[src/rtl/matvec_engine_if.sv]
// Avalon-MM read-only bus between matvec_engine (master) and its word memory (slave).
interface matvec_engine_if #(
    parameter int unsigned ADDR_WIDTH = 32,
    parameter int unsigned WORD_WIDTH = 64
);
    logic [ADDR_WIDTH-1:0] address;
    logic                  read;
    logic [WORD_WIDTH-1:0] readdata;
    logic                  readdatavalid;
    logic                  waitrequest;

    modport master (
        output address,
        output read,
        input  readdata,
        input  readdatavalid,
        input  waitrequest
    );

    modport slave (
        input  address,
        input  read,
        output readdata,
        output readdatavalid,
        output waitrequest
    );
endinterface

[src/rtl/matvec_engine.sv]
// Matrix-vector engine C[r] = sum_k A[r][k]*B[k]: fetches B then A rows over Avalon-MM, ROWS MAC lanes.
// Optional MATVEC_SIGNED_EN selects two's-complement operands and results (default unsigned).
module matvec_engine #(
    parameter int unsigned DATA_WIDTH = 8,
    parameter int unsigned ROWS       = 8,
    parameter int unsigned COLS       = 8,
    parameter int unsigned ADDR_WIDTH = 32,
    localparam int unsigned ACC_WIDTH = 2*DATA_WIDTH + $clog2(COLS),
    localparam int unsigned SEL_W     = (ROWS > 1) ? $clog2(ROWS) : 1
) (
    input  logic                  clk,
    input  logic                  rst_n,
    input  logic                  start,
    input  logic [ADDR_WIDTH-1:0] base_addr,
    output logic                  busy,
    output logic                  done,
    matvec_engine_if.master       mem,
    input  logic [SEL_W-1:0]      res_sel,
    output logic [ACC_WIDTH-1:0]  res_data
);

    localparam int unsigned WORD_W = COLS*DATA_WIDTH;
    localparam int unsigned CNT_W  = $clog2(ROWS+1);
    localparam int unsigned K_W    = (COLS > 1) ? $clog2(COLS) : 1;

    typedef enum logic [1:0] {S_IDLE, S_FILL, S_CALC, S_DONE} state_t;

    state_t state, state_nxt;

    logic load_job, accept, word_rcv, last_word, mac_en, calc_last;
    logic                  outstanding;
    logic [CNT_W-1:0]      word_cnt;
    logic [K_W-1:0]        k_cnt;
    logic [WORD_W-1:0]     b_buf;
    logic [WORD_W-1:0]     a_buf [ROWS];
    logic [ACC_WIDTH-1:0]  acc   [ROWS];
    logic [DATA_WIDTH-1:0] b_el;
    logic [DATA_WIDTH-1:0] a_el  [ROWS];

    // One lane's product, extended to accumulator width.
    function automatic logic [ACC_WIDTH-1:0] mac_term(input logic [DATA_WIDTH-1:0] a,
                                                      input logic [DATA_WIDTH-1:0] b);
`ifdef MATVEC_SIGNED_EN
        logic signed [ACC_WIDTH-1:0] ea, eb;
        ea = ACC_WIDTH'($signed(a));
        eb = ACC_WIDTH'($signed(b));
        return ACC_WIDTH'(ea * eb);
`else
        return ACC_WIDTH'(a) * ACC_WIDTH'(b);
`endif
    endfunction

    always_ff @(posedge clk or negedge rst_n) begin
        if (!rst_n) state <= S_IDLE;
        else        state <= state_nxt;
    end

    always_comb begin
        state_nxt = state;
        case (state)
            S_IDLE, S_DONE: if (start)     state_nxt = S_FILL;
            S_FILL:         if (last_word) state_nxt = S_CALC;
            S_CALC:         if (calc_last) state_nxt = S_DONE;
            default:                       state_nxt = S_IDLE;
        endcase
    end

    // Per-state control strobes; readdatavalid only counts while a read is outstanding.
    always_comb begin
        load_job  = 1'b0;
        accept    = 1'b0;
        word_rcv  = 1'b0;
        last_word = 1'b0;
        mac_en    = 1'b0;
        calc_last = 1'b0;
        case (state)
            S_IDLE, S_DONE: load_job = start;
            S_FILL: begin
                accept    = mem.read & ~mem.waitrequest;
                word_rcv  = outstanding & mem.readdatavalid;
                last_word = word_rcv & (word_cnt == CNT_W'(ROWS));
            end
            S_CALC: begin
                mac_en    = 1'b1;
                calc_last = (k_cnt == K_W'(COLS-1));
            end
            default: ;
        endcase
    end

    // Column k of every A row and element k of B for the current CALC step.
    always_comb begin
        b_el = '0;
        for (int r = 0; r < ROWS; r++) a_el[r] = '0;
        for (int k = 0; k < COLS; k++) begin
            if (k_cnt == K_W'(k)) begin
                b_el = b_buf[k*DATA_WIDTH +: DATA_WIDTH];
                for (int r = 0; r < ROWS; r++) a_el[r] = a_buf[r][k*DATA_WIDTH +: DATA_WIDTH];
            end
        end
    end

    always_ff @(posedge clk or negedge rst_n) begin
        if (!rst_n) begin
            busy        <= 1'b0;
            done        <= 1'b0;
            mem.read    <= 1'b0;
            mem.address <= '0;
            outstanding <= 1'b0;
            word_cnt    <= '0;
            k_cnt       <= '0;
            b_buf       <= '0;
            for (int r = 0; r < ROWS; r++) begin
                a_buf[r] <= '0;
                acc[r]   <= '0;
            end
        end else begin
            busy <= (state_nxt == S_FILL) || (state_nxt == S_CALC);
            done <= (state_nxt == S_DONE);
            if (load_job) begin
                mem.read    <= 1'b1;
                mem.address <= base_addr;
                outstanding <= 1'b0;
                word_cnt    <= '0;
                k_cnt       <= '0;
                for (int r = 0; r < ROWS; r++) acc[r] <= '0;
            end else begin
                if (accept) begin
                    mem.read    <= 1'b0;
                    outstanding <= 1'b1;
                end
                // Word 0 is B, word 1+r is A row r; the next request follows each response.
                if (word_rcv) begin
                    outstanding <= 1'b0;
                    if (word_cnt == '0) b_buf <= mem.readdata;
                    for (int r = 0; r < ROWS; r++) begin
                        if (word_cnt == CNT_W'(r+1)) a_buf[r] <= mem.readdata;
                    end
                    if (!last_word) begin
                        mem.read    <= 1'b1;
                        mem.address <= mem.address + ADDR_WIDTH'(1);
                        word_cnt    <= word_cnt + CNT_W'(1);
                    end
                end
                if (mac_en) begin
                    k_cnt <= k_cnt + K_W'(1);
                    for (int r = 0; r < ROWS; r++) acc[r] <= acc[r] + mac_term(a_el[r], b_el);
                end
            end
        end
    end

    // Result readout; selects beyond ROWS read as zero.
    always_comb begin
        res_data = '0;
        for (int r = 0; r < ROWS; r++) begin
            if (res_sel == SEL_W'(r)) res_data = acc[r];
        end
    end

endmodule
[src/flat_wrapper.sv]
// flat-port wrapper written by rule: the top's interface ports become plain ports
module matvec_engine_flat 
#(
    parameter int unsigned DATA_WIDTH = 8,
    parameter int unsigned ROWS       = 8,
    parameter int unsigned COLS       = 8,
    parameter int unsigned ADDR_WIDTH = 32,
    localparam int unsigned ACC_WIDTH = 2*DATA_WIDTH + $clog2(COLS),
    localparam int unsigned SEL_W     = (ROWS > 1) ? $clog2(ROWS) : 1
)
  (clk, rst_n, start, base_addr, busy, done, res_sel, res_data, mem_address, mem_read, mem_readdata, mem_readdatavalid, mem_waitrequest);
  matvec_engine_if #(.ADDR_WIDTH(ADDR_WIDTH)) mem_i ();
  input  logic clk;
  input  logic rst_n;
  input  logic start;
  input  logic [ADDR_WIDTH-1:0] base_addr;
  output logic busy;
  output logic done;
  input  logic [SEL_W-1:0] res_sel;
  output logic [ACC_WIDTH-1:0] res_data;
  output wire logic [$bits(mem_i.address)-1:0] mem_address;
  output wire logic [$bits(mem_i.read)-1:0] mem_read;
  input wire logic [$bits(mem_i.readdata)-1:0] mem_readdata;
  input wire logic [$bits(mem_i.readdatavalid)-1:0] mem_readdatavalid;
  input wire logic [$bits(mem_i.waitrequest)-1:0] mem_waitrequest;
  assign mem_address = mem_i.address;
  assign mem_read = mem_i.read;
  assign mem_i.readdata = mem_readdata;
  assign mem_i.readdatavalid = mem_readdatavalid;
  assign mem_i.waitrequest = mem_waitrequest;
  matvec_engine #(.DATA_WIDTH(DATA_WIDTH), .ROWS(ROWS), .COLS(COLS), .ADDR_WIDTH(ADDR_WIDTH)) u_core (.clk(clk), .rst_n(rst_n), .start(start), .base_addr(base_addr), .busy(busy), .done(done), .mem(mem_i), .res_sel(res_sel), .res_data(res_data));
endmodule
[config.mk]
export PLATFORM = sky130hd
export DESIGN_NAME = matvec_engine_flat
export DESIGN_NICKNAME = d
export VERILOG_FILES = /design/src/rtl/matvec_engine_if.sv /design/src/rtl/matvec_engine.sv /design/src/flat_wrapper.sv
export SDC_FILE = /design/constraint.sdc
export NUM_CORES = 2
export LEC_CHECK = 0
export ABC_CLOCK_PERIOD_IN_PS = 15890
export CAP_MARGIN = 20
export CORE_MARGIN = 2
export CORE_UTILIZATION = 50
export CTS_CLUSTER_DIAMETER = 80
export DETAILED_ROUTE_END_ITERATION = 16
export PLACE_DENSITY_LB_ADDON = 0.1
export SLEW_MARGIN = 10
export SYNTH_ARGS = -nofsm -noshare
export SYNTH_HDL_FRONTEND = slang
export SYNTH_SLANG_ARGS = --single-unit
export TNS_END_PERCENT = 30
[constraint.sdc]
create_clock -name clk -period 15.89 [get_ports clk]
set_clock_uncertainty 0.2 [all_clocks]
set_input_delay 1.589 -clock clk [delete_from_list [all_inputs] [get_ports clk]]
set_output_delay 1.589 -clock clk [all_outputs]
set_load 0.02 [all_outputs]
## Word level (Yosys, flattened, before mapping)

Index checks and enable logic that the tools add are counted.
Widths: inputs -> output; s select.

| cells by class | value |
|---|---|
| $mul | 8 |
| reduce and logical (&&, ||, !) cells | 19 |
| mux-type cells | 51 |
| add/subtract/negate cells | 11 |
| bitwise logic cells | 5 |
| equality and inequality tests | 29 |

Operator list:

| kind | count |
|---|---|
| $mux 64 | 8 |
| $mux 152 | 2 |
| $add 19x16->19 | 8 |
| $mux 19 | 8 |
| $mul 8x8->16 | 8 |
| $mux 32 | 3 |
| $mux 8 | 8 |
| $add 32x1->32 const B | 1 |
| $reduce_and 3->1 | 9 |
| $eq 3x3->1 const B | 8 |
| $eq 4x3->1 const B | 4 |
| $mux 1 | 13 |
| $eq 3x2->1 const B | 4 |
| $mux 4 | 3 |
| $eq 2x2->1 const B | 4 |
| $eq 4x2->1 const B | 2 |
| $eq 3x1->1 const B | 2 |
| $logic_not 3->1 | 2 |
| $mux 2 | 3 |
| $mux 3 | 2 |
| $pmux 2 s3 | 1 |
| $add 4x1->4 const B | 1 |
| $eq 2x1->1 const B | 2 |
| $eq 4x1->1 const B | 1 |
| 12 further kinds | 16 |

| word-level totals | value |
|---|---|
| word-level logic and storage cells | 148 |
| input port bits | 104 |
| output and inout port bits | 54 |
| register bits | 773 |

## Logic depth before layout (Yosys ltp)

| depth | value |
|---|---|
| word-level depth | 13 |
| gate-level depth with buffers | 29 |
| mapped depth without buffers | 23 |

## Worst setup path after synthesis

Ideal clock, no wire load.

| path | value |
|---|---|
| path kind | reg2reg |
| start | reg u_core.k_cnt[2] |
| end | reg u_core.acc[34] in the netlist's numbering |
| arrival | 6.494 ns |
| data required time | 15.570 ns |
| period minus slack after synthesis | 6.814 ns |
| path slack | 9.076 ns |
| library setup time | 0.120 ns |
| stages on the path, launching flop included | 28 |
| path buffers | 5 |
| cells stage by stage | dfrtp_1 > inv_1 > clkbuf_1 > buf_1 > ha_1 > buf_6 > or2_1 > buf_2 > a311oi_1 > o22ai_1 > a21boi_1 > o21a_1 > clkbuf_1 > or2_1 > fa_1 > inv_1 > fa_1 > fa_1 > inv_1 > fa_1 > inv_1 > ha_1 > o21a_1 > a2111oi_4 > o21ai_1 > o21a_1 > or4_1 > o211a_1 |

| between the ends | value |
|---|---|
| word-level cells in the longest chain between the ends | 13 |
| elaborated cells on any way between the ends | 28 |
| those cells by class | add/sub (1); mul (1); eq/ne (7); mux (18); reduce/logical (1) |

RTL lines:

| what | line | source |
|---|---|---|
| from (decl) | matvec_engine.sv:33 | `logic [K_W-1:0] k_cnt;` |
| from (signal assigned) | matvec_engine.sv:146 | `k_cnt <= k_cnt + K_W'(1);` |
| $logic_not 3->1 | matvec_engine.sv:96 | `if (k_cnt == K_W'(k)) begin` |
| $mux 64 or $mux 8 (tied branches) (8 in series) | matvec_engine.sv:96 |  |
| $mul 8x8->16 * | matvec_engine.sv:49 | `return ACC_WIDTH'(a) * ACC_WIDTH'(b);` |
| $add 19x16->19 * | matvec_engine.sv:147 | `for (int r = 0; r < ROWS; r++) acc[r] <= acc[r] + mac_term(a_el[r], b_el);` |
| $mux 152 * | matvec_engine.sv:145 | `if (mac_en) begin` |
| $mux 152 * | matvec_engine.sv:120 | `if (load_job) begin` |
| to (signal, indexed assignment) | matvec_engine.sv:115 | `acc[r] <= '0;` |
| to (decl) | matvec_engine.sv:36 | `logic [ACC_WIDTH-1:0] acc [ROWS];` |

Mark *: on every way between the ends. The rest lies on a longest branch, timed or not. The select of a mux whose other input is x is not followed.
A chain may end at the register's enable or synchronous reset.

## Worst setup path in the final report

| path | value |
|---|---|
| start | reg u_core.k_cnt[0] |
| end | reg u_core.acc[73] in the netlist's numbering |

The elaborated chain is that of the path after synthesis.

==> summary.txt <==
CTS
  – Worst-path clk slew: roughly 0.06 ns
  – Setup Fix Bufs, Post-CTS: 0
  – Num CTS Buffers: 93
  – Cells resized by post-CTS repair: 0
  – CTS tree: built
  – Clk root buf: clkbuf_16
  – Hold buffers post-CTS: 0
  – CTS H-Tree Depth: 3
  – CTS Buffer Depth: 3
  – Clk Latency, worst-skew pair: a little over 0.7 ns
  – Clock sinks: a little under 800

GRT
  – Vias in the first global route: roughly 43000
  – Global-route wire length before repair: roughly 270000 µm
  – Initial antenna violation count: 15
  – GRT Residual Overflow: 0
  – Total GRT Usage: 0.2982
  – Largest net degree at the start of global routing: 171

Critical path
  – Max stage delay cell, worst path: clkinv_2
  – Crit start category: flop
  – Top Family by Delay on Critical Path: adder cells
  – Worst Path Required: 16.21 ns
  – Slowest Stage Delay on Critical Path: about 0.84 ns
  – Worst-path maximum fanout: 70
  – Worst Path Class, Setup: reg2reg
  – CP Buf/Inv Count: 8
  – Arrival time worst endpoint: between 9 and 10 ns
  – CP cell instances: inv_1 -> ha_4 -> clkinv_2 -> buf_4 -> nor2_4 -> buf_4 -> a21boi_1 -> o21a_2 -> buf_4 -> or2_1 -> fa_1 -> fa_1 -> inv_1 -> fa_1 -> inv_1 -> fa_1 -> inv_1 -> ha_1 -> a21o_1 -> a22oi_1 -> a31oi_1 -> o41ai_1 -> xor2_1 -> a21oi_1
  – Worst Setup End Kind: flop

Power and ir drop
  – VDD IR max: roughly 0.10 mV
  – Leakage: approximately 32 nW
  – P per Cell Area: between 90 and 100 mW/mm²
  – Reg power frac: 0.396
  – NetSw: about 1.9 mW
  – Logic pwr share: 0.226
  – Sw Share: 0.3289
  – Cell internal pwr: a little under 4 mW
  – Clk pwr share: 0.378

Synth
  – Post-synth EDFFs: 0
  – Post-synth top flop: dfrtp_1
  – Syn Nets: a little under 7000
  – Yosys top cell by area: dfrtp_1
  – Post-synthesis sequential area ratio: 0.3335
  – Mapped Area: 0.05799 mm²
  – Avg Cell Area, Syn: 9.854 µm²
  – Mapped Cells: ~5900
  – Post-synth cell types: 81
  – Yosys reg bits: just under 800
  – Post-synth top area share: 0.3335
  – Ys async rst share: 1.000
  – Yosys warns: 0
  – Largest cells by area after synthesis: dfrtp_1 (33%), fa_1 (14%), mux2_2 (11%), ha_1 (7.4%), inv_1 (5.1%)

Final layout
  – Layout Utilization: 0.5569
  – Non-Filler Instances: 7480
  – Final layout net count: approximately 6700
  – Commonest non-fill, non-tap cell in the layout: inv_1
  – Area grow syn2layout: 10.11%
  – Sequential cell area: ~0.019 mm²
  – Number of fill cells: a little over 10000
  – Area of the multi-input gates: ~0.034 mm²
  – Fin area: 0.06386 mm²
  – Most frequent cells in the layout: inv_1 (784), dfrtp_1 (773), mux2_2 (576), nand2_1 (524), nor2_1 (501)
  – Layout cell share with drive strength beyond 1: 0.1512

Place
  – Port bufs: 157
  – GP Congestion: 0.9006
  – Inst Count DP: roughly 7300
  – Post-Place Cell Area: 0.06070 mm²
  – Dpl hpwl: roughly 120000 µm

Drt
  – DR vias: ~43000
  – DRC errors left: 0
  – Final ANT Viol Nets: 0
  – Detailed-route wire length: around 170000 µm
  – Via/cell ratio: roughly 5.8
  – DR iter-0 viols: 3137
  – DR WL/cell: approximately 23 µm
  – TritonRoute pass-1 iters: 6

STA
  – Fin crit share: 0.5750
  – Min cycle time layout: roughly 9.1 ns
  – Fmax: 109.5 MHz
  – Final-report max-slew violation count: 0
  – RSZ-0062 raised after global routing: no
  – Hold WS: 0.3022 ns
  – Slew HR: 0.2240
  – Tightest Pin Transition: 1.164 ns
  – Setup TNS Final: 0 ns
  – Endpoints failing setup: 0
  – Final hold vios: 0

Run
  – Max_cap viols: 0

Floorplan
  – Row count: ~120
  – Die Area: 0.1187 mm²
  – Die H: 344.6 µm
  – Die width: between 300 and 400 µm
  – Core area: ~0.11 mm²
  – Io pins: roughly 160
  – Starting Density: 0.5058

Worst hold path
  – Hold Crit Class: reg2reg

Outcome
  – Outcome: finished clean
-- layout make-up --
| cell class | count | share of cell area |
|---|---|---|
| Tap cell | 1512 | 0.02963 |
| Antenna cell | 2 | 0.00007838 |
| Sequential cell | 773 | 0.3029 |
| Multi-Input combinational cell | 4015 | 0.5394 |
| Clock buffer | 145 | 0.04405 |
| Inverter | 788 | 0.04634 |
| Timing Repair Buffer | 220 | 0.03233 |
| Clock inverter | 25 | 0.005271 |
-- final timing paths --
path                                         from                     end  slack (ns)  cells past startpoint
worst max-delay path              u_core.k_cnt[0]          u_core.acc[73]        6.75                     24
worst min-delay path            u_core.a_buf[244]       u_core.a_buf[244]        0.30                      1
worst max register to register    u_core.k_cnt[0]          u_core.acc[73]        6.75                     24
worst min register to register  u_core.a_buf[244]       u_core.a_buf[244]        0.30                      1
max in group asynchronous                   rst_n       u_core.a_buf[265]       11.85                      4
min in group asynchronous                   rst_n  u_core.mem.address[30]        0.69                      1
-- logic make-up after synthesis --
| family | Yosys count | share of synthesized area |
|---|---|---|
| compound gates | 886 | 0.1043 |
| xor+xnor | 104 | 0.01571 |
| fa+ha+maj | 742 | 0.2119 |
| buf+inv | 1097 | 0.07506 |
| flops | 773 | 0.3335 |
| mux | 676 | 0.1291 |
| simple gates | 1607 | 0.1304 |
-- worst reg2reg max path, delay by kind of cell (launching register included) --
kind / cells / cell delay [ns]
adder cells (fa/ha/maj): 6 / 2.92
AND/OR/NAND/NOR: 2 / 0.54
buffers and inverters: 8 / 2.87
AO/OA/AOI/OAI: 7 / 1.77
flip-flops: 1 / 0.44
XOR/XNOR: 1 / 0.19
-- power groups by stage --
stage,clock [mW],combinational (mW),sequential [mW]
finish,2.19,1.31,2.29
global route,2.31,1.41,2.31
CTS,2.23,1.31,2.29
detailed placement,0,1.30,2.32
global placement,0,1.29,2.31
floorplan,0,0.726,2.34
-- synthesized netlist by cell type (8+ instances only) --
library cell	instances
a21o_1	31
o211ai_1	22
or2_1	87
inv_1	786
a211o_1	8
buf_4	12
ha_1	342
o2bb2ai_1	22
a21boi_1	11
o221ai_1	23
a21boi_0	10
nand4_1	15
xor2_1	25
o21a_1	43
o21ai_0	151
a22o_1	17
a21oi_1	172
fa_1	400
mux2i_1	100
buf_2	110
buf_1	30
a311oi_1	76
nor3_1	74
nand3b_1	60
nand2b_1	25
mux2_2	576
nand3_1	42
and3_1	17
or2_2	18
a31oi_1	21
o21bai_1	17
dfrtp_1	773
nand2_1	529
xnor2_1	79
nor2b_1	120
a211oi_1	50
and2_1	27
a21oi_2	40
o21ai_1	27
nor3b_1	50
o22ai_1	76
nor2_1	501
clkbuf_1	150
-- routing by layer --
metal  part of all wire  vias up  GRT usage  wire (µm)
met1               0.45    22210     0.4225      78570
met2               0.47     1136     0.4879      82440
li1                   -    19610          -          -
met5            0.00030        -          0         53
met4              0.024        8    0.06966       4190
met3              0.052      232    0.03836       9087
-- stage by stage --
step / total power, mW / setup WS [ns]
after floorplan: 3.070 / 9.076
after global placement: 3.600 / 6.937
after detailed placement: 3.624 / 6.906
after CTS: 5.822 / 6.863
after global routing: 6.032 / 6.378
final: 5.785 / 6.754
-- registers in the layout (all words and copies together) (netlist names), 2 cells and up --
signal	count
u_core.k_cnt	3
u_core.acc	152
u_core.mem.address	32
u_core.word_cnt	4
u_core.b_buf	64
u_core.state	2
u_core.a_buf	512
No activity file was read; power rests on OpenSTA's default activity.
